--- src/rtl/mmio_pkg.sv ---
// mmio_pkg: shared constants and helpers for the memory-mapped I/O controller.
//   - address bit positions for the I/O window and its field selects
//   - 7-segment decode table (active-low, segment order g..a)
//   - counter width helper for the input debouncers
package mmio_pkg;

  localparam int IO_BASE_BIT = 8;
  localparam int IO_LEDS_BIT = 2;
  localparam int IO_HEX_BIT  = 3;
  localparam int IO_KEY_BIT  = 4;
  localparam int IO_SW_BIT   = 5;

  // Active-low segments {g,f,e,d,c,b,a}; b and d are lowercase glyphs.
  localparam logic [6:0] SEG_TABLE [16] = '{
    7'b1000000, 7'b1111001, 7'b0100100, 7'b0110000,
    7'b0011001, 7'b0010010, 7'b0000010, 7'b1111000,
    7'b0000000, 7'b0010000, 7'b0001000, 7'b0000011,
    7'b1000110, 7'b0100001, 7'b0000110, 7'b0001110
  };

  function automatic logic [6:0] hex7(input logic [3:0] nib);
    return SEG_TABLE[nib];
  endfunction

  // Bits needed to count 0..n-1, never less than one.
  function automatic int cnt_width(input int n);
    return (n <= 2) ? 1 : $clog2(n);
  endfunction

endpackage

--- src/rtl/io_debounce.sv ---
// io_debounce: two-flop synchroniser followed by a counter debouncer for one
// asynchronous board input.
//   clk      system clock
//   reset    synchronous active-low reset
//   i_raw    raw asynchronous input
//   o_stable debounced level; changes only after DEBOUNCE_CYCLES consecutive
//            synchronised samples that differ from the current stable level
module io_debounce
  import mmio_pkg::*;
#(
  parameter int   DEBOUNCE_CYCLES = 4,
  parameter logic RESET_VAL       = 1'b0
) (
  input  logic clk,
  input  logic reset,
  input  logic i_raw,
  output logic o_stable
);

  localparam int               CW      = cnt_width(DEBOUNCE_CYCLES);
  localparam logic [CW-1:0]    CNT_MAX = CW'(DEBOUNCE_CYCLES - 1);

  logic          r_sync1;
  logic          r_sync2;
  logic          r_stable;
  logic [CW-1:0] r_cnt;

  always_ff @(posedge clk) begin
    if (!reset) begin
      r_sync1  <= RESET_VAL;
      r_sync2  <= RESET_VAL;
      r_stable <= RESET_VAL;
      r_cnt    <= '0;
    end else begin
      r_sync1 <= i_raw;
      r_sync2 <= r_sync1;
      // Any sample that agrees with the stable level restarts qualification.
      if (r_sync2 == r_stable) begin
        r_cnt <= '0;
      end else if (r_cnt == CNT_MAX) begin
        r_stable <= r_sync2;
        r_cnt    <= '0;
      end else begin
        r_cnt <= r_cnt + CW'(1);
      end
    end
  end

  assign o_stable = r_stable;

endmodule

--- src/rtl/mmio_ctrl.sv ---
// mmio_ctrl: memory-mapped I/O block beside the RAM on the CPU data bus.
//   clk, reset          clock and synchronous active-low reset
//   addr, writedata     CPU byte address and store data
//   memwrite            CPU store strobe
//   ram_rdata           RAM read data, passed through when addr[8]=0
//   readdata            data returned to the CPU (combinational)
//   ledr                LED register
//   hex_n               six active-low 7-segment digits, digit i at [7i+6:7i]
//   key_n               raw active-low push buttons
//   sw                  raw slide switches
// I/O map (addr[8]=1): addr[2] LEDS, addr[3] HEX, addr[4] KEY, addr[5] SW.
// Selects are independent, so one access may touch several fields.
module mmio_ctrl
  import mmio_pkg::*;
#(
  parameter int DEBOUNCE_CYCLES = 4,
  parameter int N_KEYS          = 4,
  parameter int N_SW            = 10
) (
  input  logic              clk,
  input  logic              reset,
  input  logic [31:0]       addr,
  input  logic [31:0]       writedata,
  input  logic              memwrite,
  input  logic [31:0]       ram_rdata,
  output logic [31:0]       readdata,
  output logic [9:0]        ledr,
  output logic [41:0]       hex_n,
  input  logic [N_KEYS-1:0] key_n,
  input  logic [N_SW-1:0]   sw
);

  logic              w_is_io;
  logic              w_sel_leds;
  logic              w_sel_hex;
  logic              w_sel_key;
  logic              w_sel_sw;
  logic              w_wr;
  logic [N_KEYS-1:0] w_key_db;
  logic [N_KEYS-1:0] w_key_pressed;
  logic [N_KEYS-1:0] w_key_clr;
  logic [N_SW-1:0]   w_sw_db;
  logic              w_unused;

  logic [9:0]        r_ledr;
  logic [23:0]       r_hex;
  logic [N_KEYS-1:0] r_key_edge;
  logic [N_KEYS-1:0] r_key_prev;

  assign w_is_io    = addr[IO_BASE_BIT];
  assign w_sel_leds = addr[IO_LEDS_BIT];
  assign w_sel_hex  = addr[IO_HEX_BIT];
  assign w_sel_key  = addr[IO_KEY_BIT];
  assign w_sel_sw   = addr[IO_SW_BIT];
  assign w_wr       = memwrite & w_is_io;

  assign w_unused = ^{addr[31:9], addr[7:6], addr[1:0], writedata[31:24]};

  for (genvar gk = 0; gk < N_KEYS; gk++) begin : g_key
    io_debounce #(
      .DEBOUNCE_CYCLES(DEBOUNCE_CYCLES),
      .RESET_VAL      (1'b1)
    ) u_db (
      .clk     (clk),
      .reset   (reset),
      .i_raw   (key_n[gk]),
      .o_stable(w_key_db[gk])
    );
  end

  for (genvar gs = 0; gs < N_SW; gs++) begin : g_sw
    io_debounce #(
      .DEBOUNCE_CYCLES(DEBOUNCE_CYCLES),
      .RESET_VAL      (1'b0)
    ) u_db (
      .clk     (clk),
      .reset   (reset),
      .i_raw   (sw[gs]),
      .o_stable(w_sw_db[gs])
    );
  end

  assign w_key_pressed = ~w_key_db;
  assign w_key_clr     = (w_wr && w_sel_key) ? writedata[N_KEYS-1:0] : '0;

  always_ff @(posedge clk) begin
    if (!reset) begin
      r_ledr     <= '0;
      r_hex      <= '0;
      r_key_edge <= '0;
      r_key_prev <= '0;
    end else begin
      if (w_wr && w_sel_leds) r_ledr <= writedata[9:0];
      if (w_wr && w_sel_hex)  r_hex  <= writedata[23:0];
      r_key_prev <= w_key_pressed;
      // The new-press term is OR'd in after the clear so a press wins.
      r_key_edge <= (r_key_edge & ~w_key_clr) | (w_key_pressed & ~r_key_prev);
    end
  end

  always_comb begin
    readdata = ram_rdata;
    if (w_is_io) begin
      readdata = '0;
      if (w_sel_leds) readdata = readdata | {22'b0, r_ledr};
      if (w_sel_hex)  readdata = readdata | {8'b0, r_hex};
      if (w_sel_key)  readdata = readdata | 32'({r_key_edge, w_key_pressed});
      if (w_sel_sw)   readdata = readdata | 32'(w_sw_db);
    end
  end

  assign ledr = r_ledr;

  for (genvar gh = 0; gh < 6; gh++) begin : g_hex
    assign hex_n[7*gh +: 7] = hex7(r_hex[4*gh +: 4]);
  end

endmodule

--- config.mk ---
export PLATFORM = sky130hd
export DESIGN_NAME = mmio_ctrl
export DESIGN_NICKNAME = d
export VERILOG_FILES = /design/src/rtl/mmio_pkg.sv /design/src/rtl/io_debounce.sv /design/src/rtl/mmio_ctrl.sv
export SDC_FILE = /design/constraint.sdc
export NUM_CORES = 1
export LEC_CHECK = 0
export CELL_PAD_IN_SITES_DETAIL_PLACEMENT = 0
export CELL_PAD_IN_SITES_GLOBAL_PLACEMENT = 1
export CORE_MARGIN = 2
export CORE_UTILIZATION = 35
export CTS_BUF_LIST = sky130_fd_sc_hd__clkbuf_4 sky130_fd_sc_hd__clkbuf_8
export DETAILED_ROUTE_END_ITERATION = 12
export PLACE_DENSITY_LB_ADDON = 0.1
export SLEW_MARGIN = 20
export SYNTH_ARGS = -nofsm -noshare
export SYNTH_HDL_FRONTEND = slang
export SYNTH_HIERARCHICAL = 1
export SYNTH_SLANG_ARGS = --single-unit
--- constraint.sdc ---
create_clock -name clk -period 2 [get_ports clk]
set_input_delay 0.4 -clock clk [delete_from_list [all_inputs] [get_ports clk]]
set_output_delay 0.4 -clock clk [all_outputs]
set_load 0.005 [all_outputs]
==> results_dict.tcl <==
set metrics [dict create \
    synth_top_area_share_pct 37.4 \
    post_drt_wl_per_cell_um 15.6 \
    drt_iter0_markers 255 \
    max_freq_mhz 460 \
    reg2reg_slack_ns 0.97 \
    dieArea_um2 18200 \
    wirelength_um 17400 \
    io_buffers 161 \
    antenna_left 0 \
    die_h_um 135 \
    root_buffer "clkbuf_8" \
    synth_compound_area_share_pct 14.0 \
    setup_viol 24 \
    outcome "complete, but fails checks" \
    worstReg2RegEnd "g_key[2].u_db/r_cnt[1]" \
    fp.dieW_um 135 \
    nets 1053 \
    gr-total-overflow 0 \
    routabilityCongestion 0.800 \
    yosysTopAreaCell "dfxtp_1" \
    p_leak_nw 3.82 \
    area_growth_pct 53.8 \
    rsz0062_at_grt "yes" \
    cp.arrival_ns 1.77 \
    yosysMostFrequentCell "dfxtp_1" \
    min_from "g_key[1].u_db/r_sync1" \
    relSlewSlack_pct 66.6 \
    drive_gt1_share_pct 32.2 \
    fin_crit_ns 2.17 \
    syn_avg_cell_area_um2 9.27 \
    yosys-top-cells-count "112 x dfxtp_1, 78 x nand2_1, 50 x ha_1, 40 x nor2_1, 39 x mux2i_1" \
    cts_hold_buffers 0 \
    worst_pin_slew_ns 0.501 \
    synth_edf_count 0 \
    num_antenna_cells 0 \
    syn_inst 647 \
    cts.htree.levels 3 \
    hold_end "g_key[1].u_db/r_sync2" \
    ios 197 \
    reg2reg_depth 3 \
    worstPathMaxFanout 4 \
    p_total_mw 4.54 \
    drt-pass1-iter-count 5 \
    core-area_um2 16600 \
    num_rows 47 \
    remaining_drc_errors 0 \
    slew_violations 0 \
    clock_skew_ns 0.00759 \
    grt_max_degree 113 \
    synth_xor_area_share_pct 2.05 \
    synthesis.area_um2 5990 \
    clk_pin_slew_ns 0.10 \
    syn_nets 810 \
    viasPerCell 4.90 \
    ys_seq_elements 112 \
    fin_ws_ns -0.174 \
    cp-end-kind "primary output" \
    cap_violations 0 \
    cts_tree "yes" \
    async_reset_ff_share_pct 0 \
    clock_latency_ns 0.38 \
    pwr_density_cell_nw_per_um2 492 \
    synth_top_family_by_area "simple AND/OR/NAND/NOR gates" \
    grt_usage_pct 18.7 \
    ir_drop_mv 0.446 \
    initial_core_util_pct 36.0 \
    grt_pass1_wl_um 27200 \
    numCtsBuffers 9 \
    min_period_over_period_pct 109 \
    yosys.area_share.simple_pct 21.0 \
    whs_path_depth 1 \
    clock-sinks 112 \
    cp-start-kind "flip-flop" \
    vias 5459 \
    synthDistinctLibCells 36 \
    ys_warn_count 6 \
    place_hpwl_um 12300 \
    synth_flop_cell "dfxtp_1" \
    synth-seq-area-share_pct 37.4 \
    rr_startpoint "g_key[2].u_db/o_stable" \
    hold_ws_ns 0.415 \
    yosys.area_share.adder_pct 10.4 \
    num-fill-cells 1500 \
    hold_viol_final 0 \
    antenna_found_initial 0 \
    crit_required_ns 1.60 \
    synth_area_leaders "dfxtp_1 37%, ha_1 10%, mux2i_1 6.5%" \
    synthMuxAreaShare_pct 9.71 \
    crit_type "flip-flop to primary output" \
    grt_pass1_vias 5485 \
    clk_path_buf_depth 2 \
    violations "negative setup slack" \
    hp-class "flip-flop to flip-flop" \
]
where the power goes:
part | switching (mW) | total (mW) | internal [mW]
Clock | 0.800 | 1.33 | 0.526
Sequential | 0.0418 | 2.32 | 2.28
Combinational | 0.376 | 0.893 | 0.517
state kept, by name, summed over array words and instances, names as in the netlist:
name / cells
g_key.u_db/o_stable: 4
g_sw.u_db/r_sync1: 10
g_key.u_db/r_sync2: 4
g_sw.u_db/r_cnt: 20
g_key.u_db/r_cnt: 8
g_key.u_db/r_sync1: 4
r_key_prev: 4
r_hex: 24
ledr: 10
g_sw.u_db/r_sync2: 10
g_sw.u_db/o_stable: 10
r_key_edge: 4
metrics by stage:
stage / cell area, um2 / setup WS [ns] / instances / TNS (ns) / util [%]
finish: 9220 / -0.174 / 1115 / -1.72 / 55.4
global route: 9220 / -0.236 / 1115 / -3.51 / 55.4
CTS: 9060 / -0.199 / 1111 / -1.91 / 54.4
detailed placement: 8380 / -0.500 / 1076 / -10.27 / 50.3
global placement: 8380 / -0.484 / 1076 / -9.59 / 50.3
floorplan: 5990 / 0.309 / 647 / 0 / -
cells in the final DEF, fill, tap and decap left out, drive strengths merged, types with 6 or more instances in the layout:
cell type        n
ha              50
a21boi          38
a21oi            7
dlymetal6s2s     9
nand2b           9
a22o            10
nor4b           14
dfxtp          112
clkbuf          18
and2            20
a31oi            8
clkdlybuf4s50   90
nor2            40
nor2b           27
xnor2           14
dlygate4sd2     10
inv             39
and4bb          14
nand2           78
buf            146
nand3           17
mux4             6
a22oi           16
o21ai           29
mux2i           39
repair_timing:
action	4_1_cts	5_1_grt
setup buffers	18	7
pin swaps	33	30
gates cloned	1	0
endpoints found under the setup margin	67	53
gates resized for setup	336	57
hold endpoints to repair	0	0
cell type report:
cell class / count / area [um2] / area share, %
Clock buffer: 11 / 145 / 1.57
Clock inverter: 5 / 50.0 / 0.543
Inverter: 37 / 176 / 1.91
Multi-Input combinational cell: 464 / 3880 / 42.1
Sequential cell: 112 / 2290 / 24.8
Tap cell: 220 / 275 / 2.99
Timing Repair Buffer: 266 / 2400 / 26.0
metal layers:
metal | track usage, % | up-vias | part of all wire [%]
li1 | - | 2726 | -
met1 | 22.4 | 2554 | 43
met2 | 34.5 | 157 | 50
met3 | 3.45 | 22 | 5.1
met4 | 4.50 | 0 | 1.5
met5 | 0 | - | 0
kinds of logic after synthesis:
kind of cell / after synthesis
xor+xnor: 14
mux: 50
buf+inv: 71
flops: 112
simple gates: 229
compound gates: 121
fa+ha+maj: 50
worst max-delay path by stage:
stage | start | endpoint | slack, ns | cells after the start
after floorplan | r_hex[0] | hex_n[3] | 0.31 | 4
after global placement | addr[3] | readdata[9] | -0.48 | 5
after detailed placement | addr[3] | readdata[9] | -0.50 | 5
after CTS | r_hex[8] | hex_n[17] | -0.20 | 6
after global routing | r_hex[8] | hex_n[17] | -0.24 | 6
final | r_hex[8] | hex_n[17] | -0.17 | 6
critical path, cell delays in order (launching register included):
cell and delay, ns:
dfxtp_4 0.38, buf_6 0.11, inv_8 0.04, ha_4 0.25, inv_2 0.03, mux4_2 0.44
buf_2 0.14
Note: power is estimated with default switching activity, not from simulation.
